File: config.mk
export PLATFORM = sky130hd
export DESIGN_NAME = button_event_queue
export DESIGN_NICKNAME = d
export VERILOG_FILES = /design/src/rtl/button_event_queue.sv
export SDC_FILE = /design/constraint.sdc
export NUM_CORES = 1
export LEC_CHECK = 0
export BUFFER_PORTS_ARGS = -buffer_cell sky130_fd_sc_hd__buf_2
export CORE_MARGIN = 5
export CORE_UTILIZATION = 57
export CTS_CLUSTER_DIAMETER = 80
export DETAILED_ROUTE_END_ITERATION = 8
export GPL_ROUTABILITY_DRIVEN = 0
export GPL_TIMING_DRIVEN = 1
export PLACE_DENSITY = 0.89
export SLEW_MARGIN = 15
export SYNTH_ARGS = -nofsm -noshare
export SYNTH_HDL_FRONTEND = slang
export SYNTH_SLANG_ARGS = --single-unit
File: constraint.sdc
create_clock -name clock -period 3.05 [get_ports clock]
set_input_delay 0.61 -clock clock [delete_from_list [all_inputs] [get_ports clock]]
set_output_delay 0.61 -clock clock [all_outputs]
set_load 0.03 [all_outputs]
File: src/rtl/button_event_queue.sv
// Button event queue: a round-robin arbiter over debounced press detectors.
// Each grant acknowledges one detector for a single cycle. It also pushes
// that detector's index into a show-ahead FIFO, which the consumer drains.
module button_event_queue #(
    parameter int NUM_BUTTONS = 4,
    parameter int IDX_W       = 2,
    parameter int DEPTH       = 8,
    parameter int PTR_W       = 3,
    parameter int CNT_W       = 4
) (
    input  logic                   clock,
    input  logic                   reset,
    input  logic [NUM_BUTTONS-1:0] wasPressed,
    output logic [NUM_BUTTONS-1:0] ackPress,
    input  logic                   popEvent,
    output logic                   eventValid,
    output logic [IDX_W-1:0]       eventIndex,
    output logic [CNT_W-1:0]       eventCount
);

    typedef enum logic [0:0] {
        ST_ARB = 1'b0,
        ST_ACK = 1'b1
    } state_t;

    state_t                 state_q;
    logic [NUM_BUTTONS-1:0] ack_q;
    logic [PTR_W-1:0]       rd_ptr_q;
    logic [PTR_W-1:0]       wr_ptr_q;
    logic [CNT_W-1:0]       count_q;
    logic [CNT_W-1:0]       count_d;
    logic [IDX_W-1:0]       last_grant_q;
    logic [IDX_W-1:0]       mem_q [DEPTH];

    logic [NUM_BUTTONS-1:0] eligible_s;
    logic                   grant_found_s;
    logic [IDX_W-1:0]       grant_idx_s;
    logic                   pop_ok_s;
    logic                   full_s;
    logic                   grant_s;

    // Round-robin search: first eligible detector strictly after the last grant, wrapping around
    always_comb begin
        int               cand_v;
        logic [IDX_W-1:0] cand_idx_v;
        eligible_s    = wasPressed & ~ack_q;
        grant_found_s = 1'b0;
        grant_idx_s   = {IDX_W{1'b0}};
        cand_v        = 0;
        cand_idx_v    = {IDX_W{1'b0}};
        for (int i = 1; i <= NUM_BUTTONS; i++) begin
            cand_v = int'(last_grant_q) + i;
            if (cand_v >= NUM_BUTTONS) begin
                cand_v = cand_v - NUM_BUTTONS;
            end else begin
                cand_v = cand_v;
            end
            cand_idx_v = IDX_W'(cand_v);
            if (!grant_found_s && eligible_s[cand_idx_v]) begin
                grant_found_s = 1'b1;
                grant_idx_s   = cand_idx_v;
            end else begin
                grant_found_s = grant_found_s;
            end
        end
    end

    // Grant qualification and occupancy next-state; a pop frees a slot for a push on the same edge
    always_comb begin
        pop_ok_s = popEvent && (count_q != {CNT_W{1'b0}});
        full_s   = (count_q == CNT_W'(DEPTH));
        grant_s  = (state_q == ST_ARB) && grant_found_s && (!full_s || pop_ok_s);
        case ({grant_s, pop_ok_s})
            2'b10:   count_d = count_q + CNT_W'(1);
            2'b01:   count_d = count_q - CNT_W'(1);
            default: count_d = count_q;
        endcase
    end

    // Arbitration FSM, registered acknowledge pulse, FIFO pointers and occupancy
    always_ff @(posedge clock) begin
        if (!reset) begin
            state_q      <= ST_ARB;
            ack_q        <= {NUM_BUTTONS{1'b0}};
            rd_ptr_q     <= {PTR_W{1'b0}};
            wr_ptr_q     <= {PTR_W{1'b0}};
            count_q      <= {CNT_W{1'b0}};
            last_grant_q <= IDX_W'(NUM_BUTTONS - 1);
        end else begin
            case (state_q)
                ST_ARB: begin
                    if (grant_s) begin
                        ack_q        <= {{(NUM_BUTTONS-1){1'b0}}, 1'b1} << grant_idx_s;
                        last_grant_q <= grant_idx_s;
                        state_q      <= ST_ACK;
                    end else begin
                        ack_q        <= {NUM_BUTTONS{1'b0}};
                        state_q      <= ST_ARB;
                    end
                end
                ST_ACK: begin
                    // The detector sees the ack at this edge, so it cannot be granted twice
                    ack_q   <= {NUM_BUTTONS{1'b0}};
                    state_q <= ST_ARB;
                end
                default: begin
                    ack_q   <= {NUM_BUTTONS{1'b0}};
                    state_q <= ST_ARB;
                end
            endcase
            if (pop_ok_s) begin
                rd_ptr_q <= rd_ptr_q + PTR_W'(1);
            end else begin
                rd_ptr_q <= rd_ptr_q;
            end
            if (grant_s) begin
                wr_ptr_q <= wr_ptr_q + PTR_W'(1);
            end else begin
                wr_ptr_q <= wr_ptr_q;
            end
            count_q <= count_d;
        end
    end

    // FIFO storage: write the granted index; contents need no reset because count gates validity
    always_ff @(posedge clock) begin
        if (grant_s) begin
            mem_q[wr_ptr_q] <= grant_idx_s;
        end
    end

    assign ackPress   = ack_q;
    assign eventValid = (count_q != {CNT_W{1'b0}});
    assign eventCount = count_q;
    assign eventIndex = mem_q[rd_ptr_q];

endmodule

==> impl_metrics.csv <==
group,metric,value,unit
grt,groute.usage.overall,0.162,
hold_path,hp-class,"flop to flop",
clock_network,post_cts_resized,0,
hold_path,hold_start,"rd_ptr_q[1]",
yosys,synthTopCellsByCount,"20 x dfxtp_1, 16 x edfxtp_1, 7 x nor2_1",
hold_path,hold_end,"rd_ptr_q[1]",
timing,setup_violations,0,
setup_path,critical_path_class,"flop to flop",
place,port_buffers,17,
yosys,yosysSeqAreaShare,0.529,
yosys,async_flop_share,0,
layout,syn_to_final_growth,9.84,%
clock_network,clock-sinks,36,
timing,relSlewSlack,0.417,
route,first_pass_iters,4,
power,combPwrFrac,0.390,
flow_run,cap_violations,0,
power,p_total,0.00158,W
layout,fin_nets,167,
setup_path,r2r_end,"eventCount[2]",
clock_network,clk_pin_slew,100,ps
clock_network,hold_buffers,0,
power,power_density,864,nW/um^2
setup_path,critPathRequiredTime,3310,ps
die,chipWidth,64.1,um
yosys,synthesis.area,1670,um^2
setup_path,path_cells,"or4_4, nand2_4, inv_1, ha_1, xor2_1, ha_1, a21oi_1, xor2_1, or3_1, a21oi_1",
setup_path,r2r_slack,540,ps
place,dp.final_hpwl,2170,um
timing,fin_crit_sh,0.824,
die,fp-row-count,19,
yosys,netlist.area_leader.share,0.289,
yosys,synth_ff_type,"dfxtp_1",
setup_path,crit_family,"simple AND/OR/NAND/NOR gates",
route,wl_per_cell,15.6,um
grt,antenna_found_initial,0,
setup_path,endpoint_kind,"flop",
route,vias,1131,
setup_path,crit_arrival,2770,ps
power,internal_power,0.000976,W
die,ios,18,
timing,fmax,0.398,GHz
route,drc_errors,0,
setup_path,slowest_delay,600,ps
yosys,yosys_warnings,0,
power,clock_power_share,0.161,
setup_path,critPathBufInv,1,
clock_network,cts_buffers,5,
setup_path,slowest_stage,"or4_4",
setup_path,r2r_cells,10,
die,dieHeight,64.1,um
timing,rsz0062_at_grt,"no",
yosys,synth_nets,146,
timing,final-max-slew-violation-count,0,
clock_network,h-tree-depth,2,
timing,finClkSkew,12.2,ps
setup_path,cp_max_fo,7,
setup_path,start_kind,"flop",
power,power.switching,0.000605,W
power,ir_drop,686,uV
clock_network,cts_buffer_depth,2,
clock_network,cts_setup_buffers,0,
setup_path,timing.rr.start,"eventCount[0]",
yosys,yosysTopAreaCell,"edfxtp_1",
grt,grt_pass1_wl,5180,um
route,wl,2920,um
hold_path,hold_depth,2,
power,seq_power_share,0.450,
yosys,synth.avg_cell_area,12.4,um^2
grt,grt_pass1_vias,1105,
clock_network,cts_tree,"built",
yosys,synth.most_common_cell,"dfxtp_1",
timing,setup_tns,0,ps
yosys,synth_cells,134,
power,swShare,0.382,
yosys,ys_top_cells_by_area,"edfxtp_1 29%, dfxtp_1 24%, mux4_2 5.4%",
route,drt-vias-per-instance,6.05,
die,coreArea,2780,um^2
clock_network,clock_latency,330,ps
power,power.leakage,0.730,nW
yosys,ys_ff_latch,36,
die,start_util,0.599,
die,dieArea,4100,um^2
route,antenna_left,0,
layout,drive_gt1_frac,0.276,
timing,hold_violations,0,
timing,period_minus_slack,2510,ps
grt,grt_overflow,0,
clock_network,cts_root_buf,"clkbuf_4",
timing,worstMarginPinSlew,875,ps
yosys,synth-edff-count,16,
grt,grt_max_degree,14,
setup_path,cp_num_cells,10,
outcome,outcome,"finished, final reports clean",
route,drt-initial-drc-count,38,
layout,antennaDiodeCount,0,
yosys,synth_cell_type_count,45,
[power groups by stage]
stage	combinational, W	sequential, W	clock (W)
final	0.000616	0.000711	0.000254
after global routing	0.000674	0.000730	0.000287
after CTS	0.000619	0.000712	0.000260
after detailed placement	0.000616	0.000724	0
after global placement	0.000600	0.000714	0
after floorplan	0.000464	0.000741	0
[routing by layer]
metal  part of all wire  vias to the layer above  global-route usage
met5                  0                        -                   0
met2               0.50                       31               0.251
met1               0.44                      548               0.214
met3              0.044                        4              0.0438
li1                   -                      548                   -
met4             0.0086                        0              0.0623
[state kept, by name (all words and copies together) (netlist names), named ones only]
name and cells:
ackPress 4, eventCount 4, last_grant_q 2, mem_q 16, rd_ptr_q 3, state_q 1, wr_ptr_q 3
[area by class of cell]
cell class / instances / area, um^2
clock inverters: 1 / 3.75
inverters: 5 / 18.8
repair buffers: 17 / 85.1
flip-flops and latches: 36 / 881
well taps: 31 / 38.8
clock buffers: 7 / 55.1
fillers: 230 / 952
multi-input cells: 90 / 747
[layout by cell type, fill, tap and decap left out, drive strengths merged, types with 3 or more instances in the layout]
cell	n
nor3b	3
dfxtp	20
nor2	7
nor3	6
xor2	5
a21oi	7
inv	5
mux2i	3
buf	17
ha	5
mux4	4
clkbuf	7
nor2b	3
edfxtp	16
nand2	7
o21ai	5
nand2b	6
nand3	6
[kinds of logic (layout without fill, tap and decap cells)]
logic type                 Yosys count  after routing  synth area share
AOI/OAI and AO/OA                   21             21             0.101
adders and majority gates            5              5            0.0376
muxes                                9              9            0.0857
and+or+nand+nor                     50             50             0.193
DFF                                 36             36             0.529
buffers and inverters                8             30            0.0225
xor gates and xnor gates             5              5            0.0308
[metrics by stage]
stage | hold slack (ps) | utilization | worst slack, ps | area (um^2) | std cells
6_report | 501 | 0.658 | 537 | 1830 | 187
5_1_grt | 540 | 0.658 | 402 | 1830 | 187
3_3_place_gp | 475 | 0.637 | 459 | 1770 | 179
3_5_place_dp | 485 | 0.637 | 366 | 1770 | 179
4_1_cts | 506 | 0.658 | 531 | 1830 | 187
2_1_floorplan | 459 | - | 430 | 1670 | 134
[tightest hold or removal path: cells and delay by family (launching register included)]
family	cells	cell delay, ps
and+or+nand+nor	1	70
AOI/OAI and AO/OA	1	60
DFF	1	330
[how the worst max path moves through the flow]
stage | to | startpoint
5_1_grt | eventCount[2] | eventCount[1]
4_1_cts | eventCount[2] | eventCount[0]
3_5_place_dp | eventCount[2] | wasPressed[1]
3_3_place_gp | eventCount[2] | wasPressed[2]
6_report | eventCount[2] | eventCount[0]
2_1_floorplan | eventCount[2] | eventCount[1]
No activity file was read; power rests on OpenSTA's default activity.
